==> config.mk <==
export PLATFORM = sky130hd
export DESIGN_NAME = ex_mem_stage
export DESIGN_NICKNAME = d
export VERILOG_FILES = /design/src/rtl/core_pkg.sv /design/src/rtl/skid_buffer.sv /design/src/rtl/ex_mem_stage.sv
export SDC_FILE = /design/constraint.sdc
export NUM_CORES = 1
export LEC_CHECK = 0
export ABC_AREA = 0
export CORE_ASPECT_RATIO = 0.8
export CORE_MARGIN = 10
export CORE_UTILIZATION = 25
export DETAILED_ROUTE_END_ITERATION = 10
export SYNTH_ARGS = -nofsm -noshare
export SYNTH_HDL_FRONTEND = slang
export SYNTH_SLANG_ARGS = --single-unit
==> constraint.sdc <==
create_clock -name clk -period 17.25 [get_ports clk]
set_clock_uncertainty 0.05 [all_clocks]
set_input_delay 3.45 -clock clk [delete_from_list [all_inputs] [get_ports clk]]
set_output_delay 3.45 -clock clk [all_outputs]
set_load 0.005 [all_outputs]
==> src/rtl/core_pkg.sv <==
// Shared core definitions: datapath widths, ALU control encodings and the
// payload carried across the EX/MEM boundary.
package core_pkg;

  localparam int XLEN = 32;
  localparam int REGW = 5;

  typedef enum logic [3:0] {
    ALU_ADD = 4'b0000,
    ALU_SUB = 4'b0001,
    ALU_OR  = 4'b0010,
    ALU_AND = 4'b0011,
    ALU_XOR = 4'b0100,
    ALU_SLT = 4'b0101
  } alu_ctrl_e;

  typedef struct packed {
    logic [XLEN-1:0] alu_result;
    logic [XLEN-1:0] rs2_data;
    logic [REGW-1:0] rd;
    logic            reg_write;
    logic            mem_read;
    logic            mem_write;
  } ex_mem_payload_t;

  localparam int PAYLOAD_W = $bits(ex_mem_payload_t);

  // beq is taken on zero, bne on non-zero.
  function automatic logic branch_resolve(input logic branch, input logic zero,
                                          input logic branch_ne);
    return branch & (zero ^ branch_ne);
  endfunction

endpackage

==> src/rtl/skid_buffer.sv <==
// Two-entry valid/ready buffer: a main entry drives the outputs, a skid entry
// absorbs one beat under back-pressure so in_ready can be a plain register.
module skid_buffer #(
  parameter int W = 8
) (
  input  logic         clk,
  input  logic         reset,
  input  logic         flush,
  input  logic         in_valid,
  output logic         in_ready,
  input  logic [W-1:0] in_data,
  output logic         out_valid,
  input  logic         out_ready,
  output logic [W-1:0] out_data
);

  logic         main_valid;
  logic         skid_valid;
  logic [W-1:0] main_data;
  logic [W-1:0] skid_data;
  logic         accept;
  logic         main_free;

  assign in_ready  = !skid_valid;
  assign accept    = in_valid && !skid_valid;
  // Main can load this edge if it is empty or its beat is being consumed.
  assign main_free = !main_valid || out_ready;
  assign out_valid = main_valid;
  assign out_data  = main_data;

  // NOTE: sequential state uses non-blocking assignments so every register
  // samples pre-edge values, independent of statement order.
  always_ff @(posedge clk or posedge reset) begin
    if (reset) begin
      main_valid <= 1'b0;
      skid_valid <= 1'b0;
    end else if (flush) begin
      main_valid <= 1'b0;
      skid_valid <= 1'b0;
    end else if (main_free) begin
      if (skid_valid) begin
        main_valid <= 1'b1;
        skid_valid <= 1'b0;
      end else begin
        main_valid <= accept;
      end
    end else if (accept) begin
      skid_valid <= 1'b1;
    end
  end

  // NOTE: the data registers are reset too, because the visible out_* fields
  // must read zero after reset, not just out_valid.
  always_ff @(posedge clk or posedge reset) begin
    if (reset) begin
      main_data <= '0;
      skid_data <= '0;
    end else if (!flush) begin
      if (main_free) begin
        if (skid_valid) main_data <= skid_data;
        else if (accept) main_data <= in_data;
      end else if (accept) begin
        skid_data <= in_data;
      end
    end
  end

endmodule

==> src/rtl/ex_mem_stage.sv <==
// EX-to-MEM pipeline boundary: buffers ALU results and control for the memory
// stage, resolves beq/bne on accept and counts retired beats.
module ex_mem_stage
  import core_pkg::*;
#(
  parameter int XLEN = core_pkg::XLEN,
  parameter int REGW = core_pkg::REGW
) (
  input  logic            clk,
  input  logic            reset,
  input  logic            flush,
  input  logic            in_valid,
  output logic            in_ready,
  input  logic [XLEN-1:0] in_alu_result,
  input  logic            in_zero,
  input  logic [XLEN-1:0] in_rs2_data,
  input  logic [REGW-1:0] in_rd,
  input  logic            in_reg_write,
  input  logic            in_mem_read,
  input  logic            in_mem_write,
  input  logic            in_branch,
  input  logic            in_branch_ne,
  input  logic [XLEN-1:0] in_pc_target,
  output logic            out_valid,
  input  logic            out_ready,
  output logic [XLEN-1:0] out_alu_result,
  output logic [XLEN-1:0] out_rs2_data,
  output logic [REGW-1:0] out_rd,
  output logic            out_reg_write,
  output logic            out_mem_read,
  output logic            out_mem_write,
  output logic            branch_taken,
  output logic [XLEN-1:0] branch_target,
  output logic [31:0]     retired_count
);

  ex_mem_payload_t in_payload;
  ex_mem_payload_t out_payload;
  logic            accept;
  logic            taken;

  // Writes to x0 are dropped here so later stages never see them.
  assign in_payload = '{
    alu_result: in_alu_result,
    rs2_data:   in_rs2_data,
    rd:         in_rd,
    reg_write:  in_reg_write && (in_rd != '0),
    mem_read:   in_mem_read,
    mem_write:  in_mem_write
  };

  skid_buffer #(
    .W(PAYLOAD_W)
  ) u_skid (
    .clk       (clk),
    .reset     (reset),
    .flush     (flush),
    .in_valid  (in_valid),
    .in_ready  (in_ready),
    .in_data   (in_payload),
    .out_valid (out_valid),
    .out_ready (out_ready),
    .out_data  (out_payload)
  );

  assign out_alu_result = out_payload.alu_result;
  assign out_rs2_data   = out_payload.rs2_data;
  assign out_rd         = out_payload.rd;
  assign out_reg_write  = out_payload.reg_write;
  assign out_mem_read   = out_payload.mem_read;
  assign out_mem_write  = out_payload.mem_write;

  assign accept = in_valid && in_ready && !flush;
  assign taken  = branch_resolve(in_branch, in_zero, in_branch_ne);

  // A beat leaving during a flush cycle still counts as retired.
  always_ff @(posedge clk or posedge reset) begin
    if (reset) begin
      branch_taken  <= 1'b0;
      branch_target <= '0;
      retired_count <= '0;
    end else begin
      branch_taken <= accept && taken;
      if (accept && taken) branch_target <= in_pc_target;
      if (out_valid && out_ready) retired_count <= retired_count + 32'd1;
    end
  end

endmodule

==> results of run 1 <==
[state kept, by name, summed over array words and instances, names as in the netlist]
name and cells:
branch_taken 1, branch_target 32, retired_count 32, u_skid.out_data 72
u_skid.out_valid 1, u_skid.skid_data 72, u_skid.skid_valid 1
[kinds of logic (layout without fill, tap and decap cells)]
kind of cell | Yosys count | count (layout) | synth area share [%]
flops | 211 | 211 | 60.5
mux | 175 | 175 | 21.6
simple gates | 139 | 139 | 8.00
compound gates | 76 | 76 | 4.42
buf+inv | 39 | 303 | 2.11
xor+xnor | 32 | 32 | 3.21
fa+ha+maj | 1 | 1 | 0.143
other cells | 0 | 1 | 0
[where the power goes]
group	leakage (nW)	switching (mW)	internal [mW]
logic	2.14	0.0967	0.182
registers	2.53	0.0563	0.592
clock network	0.406	0.206	0.320
total	5.07	0.359	1.09
[stage by stage]
step / hold WS [ns] / util [%] / total power [mW]
final: 0.423 / 36.2 / 1.45
after global routing: 0.441 / 36.2 / 1.53
after CTS: 0.431 / 36.2 / 1.48
after detailed placement: 0.413 / 33.9 / 0.943
after global placement: 0.414 / 33.9 / 0.935
after floorplan: 0.400 / - / 0.763
[worst register-to-register path, stage by stage, from the launching register on]
cell and delay, ns:
dfrtp_4 0.63, nor3b_1 0.76, nand2_4 0.79, mux2_2 0.63
[worst min-delay path by stage]
stage,from,to,slack (ns),depth (start not counted)
after CTS,retired_count[31]$_DFFE_PP0P_,retired_count[31]$_DFFE_PP0P_,0.43,1
after global placement,u_skid.skid_data[2]$_DFFE_PP0P_,u_skid.skid_data[2]$_DFFE_PP0P_,0.41,2
after floorplan,u_skid.skid_data[2]$_DFFE_PP0P_,u_skid.skid_data[2]$_DFFE_PP0P_,0.40,2
final,retired_count[31]$_DFFE_PP0P_,retired_count[31]$_DFFE_PP0P_,0.42,1
after detailed placement,retired_count[31]$_DFFE_PP0P_,retired_count[31]$_DFFE_PP0P_,0.41,1
after global routing,retired_count[31]$_DFFE_PP0P_,retired_count[31]$_DFFE_PP0P_,0.44,1
[cell type report]
type                       count  share of cell area [%]
clock buffer                  37                    5.83
sequential                   211                    42.2
tap                          472                    4.71
inverter                       4                   0.180
multi-input combinational    423                    26.1
clock inverter                 7                   0.679
timing repair buffer         255                    20.3
antenna                        1                  0.0200
[layer usage]
metal	wire, um	vias up	track usage (%)
li1	-	2851	-
met1	10500	2933	13.6
met2	10700	161	16.7
met3	2020	32	4.71
met4	417	4	2.26
met5	31	-	0
[cell usage in the layout (no fill, tap or decap), drive strengths merged]
cell / count
a21oi: 72
and2: 3
and3: 8
and4: 1
buf: 5
bufinv: 2
clkbuf: 37
clkdlybuf4s50: 250
clkinv: 5
dfrtp: 211
diode: 1
ha: 1
inv: 4
mux2: 104
mux2i: 71
nand2: 14
nand2b: 1
nand3: 8
nand4: 17
nor2: 76
nor2b: 1
nor3: 4
nor3b: 1
nor4: 4
o211ai: 1
o21a: 1
o21ai: 2
or4: 1
xnor2: 26
xor2: 6
==> results.tsv, run 1 <==
metric	value	unit
status	completed	
sequential cell area	5280	um^2
Synth Area per Inst	13.0	um^2
endpoint type of the worst setup path	register	
Period minus WS final	5.74	ns
Final setup viols	0	
Multi-input gate area	3270	um^2
Final Hold Fails	0	
dpl hpwl	15900	um
first-pass GRT wire length	37700	um
crit path max fanout	73	
setup slack after layout	11.51	ns
Max rail drop VDD	0.0000702	V
CP Capture Point	u_skid.skid_data[51]$_DFFE_PP0P_	
setup total negative slack	0	ns
Starting Density	25.2	%
CTS Buf Count	24	
placed cell area	11700	um^2
Top delay family on crit path	simple AND/OR/NAND/NOR gates	
WL/cell	16.8	um
die area	42800	um^2
Core ar.	34600	um^2
Syn. warnings	0	
initial antenna violation count	2	
RSZ-0062 raised after global routing	false	
Die W	229	um
routed vias	5981	
flop2flop setup slack	14.27	ns
max-slew violations	0	
Cell variety after synth	34	
GRT Total Usage	10.7	%
Req. time, crit path	17.60	ns
Layout Cells excl Fill	1410	
Fmax	0.174	GHz
syn_nets	786	
GPL Wtd Cong	0.707	
DP Cell Count	1365	
Port Buf Inserts	250	
DRT iter0 DRCs	231	
Slew @ Worst Pin	1.16	ns
CTS Sinks	211	
most frequent cell after synthesis	dfrtp_1	
PwrDens	116	nW/um^2
Final #Nets	1032	
Worst path depth	4	
Worst-Skew Late Latency	0.52	ns
worst stage delay on the critical path	0.79	ns
synthesized area	8720	um^2
worst slack, placed	10.83	ns
worst path arrival time	6.09	ns
hold-fix buffers at CTS	0	
most frequent cells after synthesis	dfrtp_1 (211), mux2_2 (104), nor2_1 (76)	
final wirelength	23700	um
Via density	4.24	
clk buf depth	3	
Synth top area share	60.5	%
Reg2Reg Capture Point	u_skid.skid_data[51]$_DFFE_PP0P_	
largest area contributor in the netlist	dfrtp_1	
Setup crit start kind	input port	
slowest CP cell	nand2_4	
relative slew slack	22.6	%
EDFF count, synth	0	
reg-to-reg startpoint	u_skid.skid_valid$_DFFE_PP0P_	
ys flop type	dfrtp_1	
Worst Hold Class	register to register	
Async S/R FF share, synth	100	%
Critical Path Start	flush	
Post-CTS Resized	0	
design area	12500	um^2
fillers	3360	
R2R depth	3	
Worst Setup Path Type	input port to register	
DRC Markers	0	
maxcap violations	0	
Yosys reg bits	211	
vias in the first global route	6318	
final period utilization	33.3	%
most area-consuming cells after synthesis	dfrtp_1 (61%), mux2_2 (13%), mux2i_1 (8.1%), a21oi_1 (4.1%), nor2_1 (3.3%)	
area grow syn2layout	43.6	%
Die Ht	187	um
drt pass-1 iters	4	
grt total ovfl	0	
post-route antenna net violation count	0	
cells along the critical path	clkdlybuf4s50_1 > nor3b_1 > nand2_4 > mux2_2	
H-tree levels	1	
Top Ports	251	
# Post-CTS Setup Buffers	0	
share of post-route cells with drive strength above 1	16.8	%
row count	61	
CTS tree	built	
CTS root buffer	clkbuf_16	
Leak	5.07	nW
Crit path buffers/inverters	1	
largest net degree at the start of global routing	147	
Cells after Synth	673	
CTS clk-pin slew, worst paths	0.06	ns
sequential area share after synthesis	60.5	%
No activity file was read; power rests on OpenSTA's default activity.
==> inputs of run 2 (changes only) <==
==> constraint.sdc (replaced) <==
create_clock -name clk -period 5.1 [get_ports clk]
set_clock_uncertainty 0.05 [all_clocks]
set_input_delay 1.02 -clock clk [delete_from_list [all_inputs] [get_ports clk]]
set_output_delay 1.02 -clock clk [all_outputs]
set_load 0.005 [all_outputs]
==> results.tsv, run 2 (synthesis gave the netlist of run 1 again) <==
metric	value	unit
status	completed	
cells along the critical path	inv_1 > clkdlybuf4s50_1	
Port Buf Inserts	250	
DRC Markers	0	
Setup crit start kind	register	
CTS clk-pin slew, worst paths	0.06	ns
Final setup viols	0	
setup slack after layout	2.08	ns
area grow syn2layout	43.5	%
crit path max fanout	32	
die area	42800	um^2
maxcap violations	0	
worst stage delay on the critical path	0.79	ns
Fmax	0.332	GHz
most frequent cells in the layout	clkdlybuf4s50_1 (250), dfrtp_1 (210), mux2_2 (104)	
flop2flop setup slack	2.42	ns
relative slew slack	26.8	%
Reg2Reg Capture Point	u_skid.skid_data[52]$_DFFE_PP0P_	
Final #Nets	1034	
H-tree levels	1	
Die W	229	um
sequential cell area	5280	um^2
Critical Path Start	u_skid.skid_valid$_DFFE_PP0P_	
Core ar.	34600	um^2
setup total negative slack	0	ns
clk buf depth	3	
# Post-CTS Setup Buffers	0	
Worst-Skew Late Latency	0.52	ns
max-slew violations	0	
hold wc startpoint	u_skid.skid_data[2]$_DFFE_PP0P_	
endpoint type of the worst setup path	primary output	
total power	4.82	mW
first-pass GRT wire length	37300	um
slowest CP cell	dfrtp_4	
Worst Hold End	u_skid.skid_data[2]$_DFFE_PP0P_	
GPL Wtd Cong	0.721	
R2R depth	3	
Via density	4.26	
CTS root buffer	clkbuf_16	
routed vias	6001	
DRT iter0 DRCs	270	
vias in the first global route	6270	
post-route antenna net violation count	0	
Period minus WS final	3.02	ns
commonest non-fill, non-tap cell in the layout	clkdlybuf4s50_1	
Top delay family on crit path	flip-flops	
Util after Layout	36.2	%
fillers	3372	
final wirelength	23900	um
Die Ht	187	um
worst path arrival time	1.95	ns
CTS Sinks	211	
drt pass-1 iters	4	
PwrDens	386	nW/um^2
worst slack, placed	1.63	ns
Worst Setup Path Type	register to primary output	
Final Hold Fails	0	
WHS Path Cells	2	
Max rail drop VDD	0.000226	V
Final Hold Slack	0.432	ns
row count	61	
Post-CTS Resized	0	
share of post-route cells with drive strength above 1	16.7	%
CTS tree	built	
RSZ-0062 raised after global routing	false	
CTS Buf Count	24	
final period utilization	59.1	%
Slew @ Worst Pin	1.10	ns
Leak	5.06	nW
Starting Density	25.2	%
Multi-input gate area	3270	um^2
largest net degree at the start of global routing	92	
initial antenna violation count	6	
Req. time, crit path	4.03	ns
WL/cell	16.9	um
GRT Total Usage	10.7	%
Crit path buffers/inverters	2	
grt total ovfl	0	
dpl hpwl	16500	um
reg-to-reg startpoint	u_skid.skid_valid$_DFFE_PP0P_	
hold-fix buffers at CTS	0	
Worst Hold Class	register to register	
Top Ports	251	
==> run 2: through the flow <==
step / std cells / cell area (um^2)
floorplan: 673 / 8730
global placement: 1367 / 11700
detailed placement: 1367 / 11700
CTS: 1407 / 12500
global route: 1407 / 12500
finish: 1409 / 12500
==> run 2: power breakdown <==
part | total (mW) | switching [mW] | internal, mW
clock | 1.69 | 0.676 | 1.01
sequential | 2.19 | 0.187 | 2.00
combinational | 0.950 | 0.331 | 0.619
==> run 2: tightest hold or removal path, delay by kind of cell (launching register included) <==
family	cells	cell delay [ns]
simple gates	1	0.05
compound gates	1	0.06
flops	1	0.34
==> run 2: worst max path at each step <==
stage / endpoint / slack, ns / cells past startpoint
final: in_ready / 2.08 / 2
after global routing: in_ready / 1.90 / 2
after CTS: in_ready / 1.97 / 2
after detailed placement: u_skid.skid_data[54]$_DFFE_PP0P_ / 1.63 / 4
after global placement: u_skid.skid_data[67]$_DFFE_PP0P_ / 1.74 / 4
after floorplan: branch_taken$_DFF_PP0_ / 1.29 / 1
==> run 2: cell type report <==
class                      instances  share of cell area, %
sequential                       211                   42.2
multi-input combinational        423                   26.1
timing repair buffer             257                   20.6
clock buffer                      35                   5.70
tap                              472                   4.72
clock inverter                     5                  0.400
inverter                           4                  0.150
antenna                            2                 0.0400
==> run 2: routing by layer <==
| layer | vias to the layer above | GRT usage [%] | wire length (um) |
|---|---|---|---|
| met4 | 8 | 2.54 | 508 |
| li1 | 2855 | - | - |
| met5 | - | 0 | 48 |
| met1 | 2917 | 13.9 | 10900 |
| met3 | 42 | 5.20 | 2310 |
| met2 | 179 | 15.7 | 10100 |
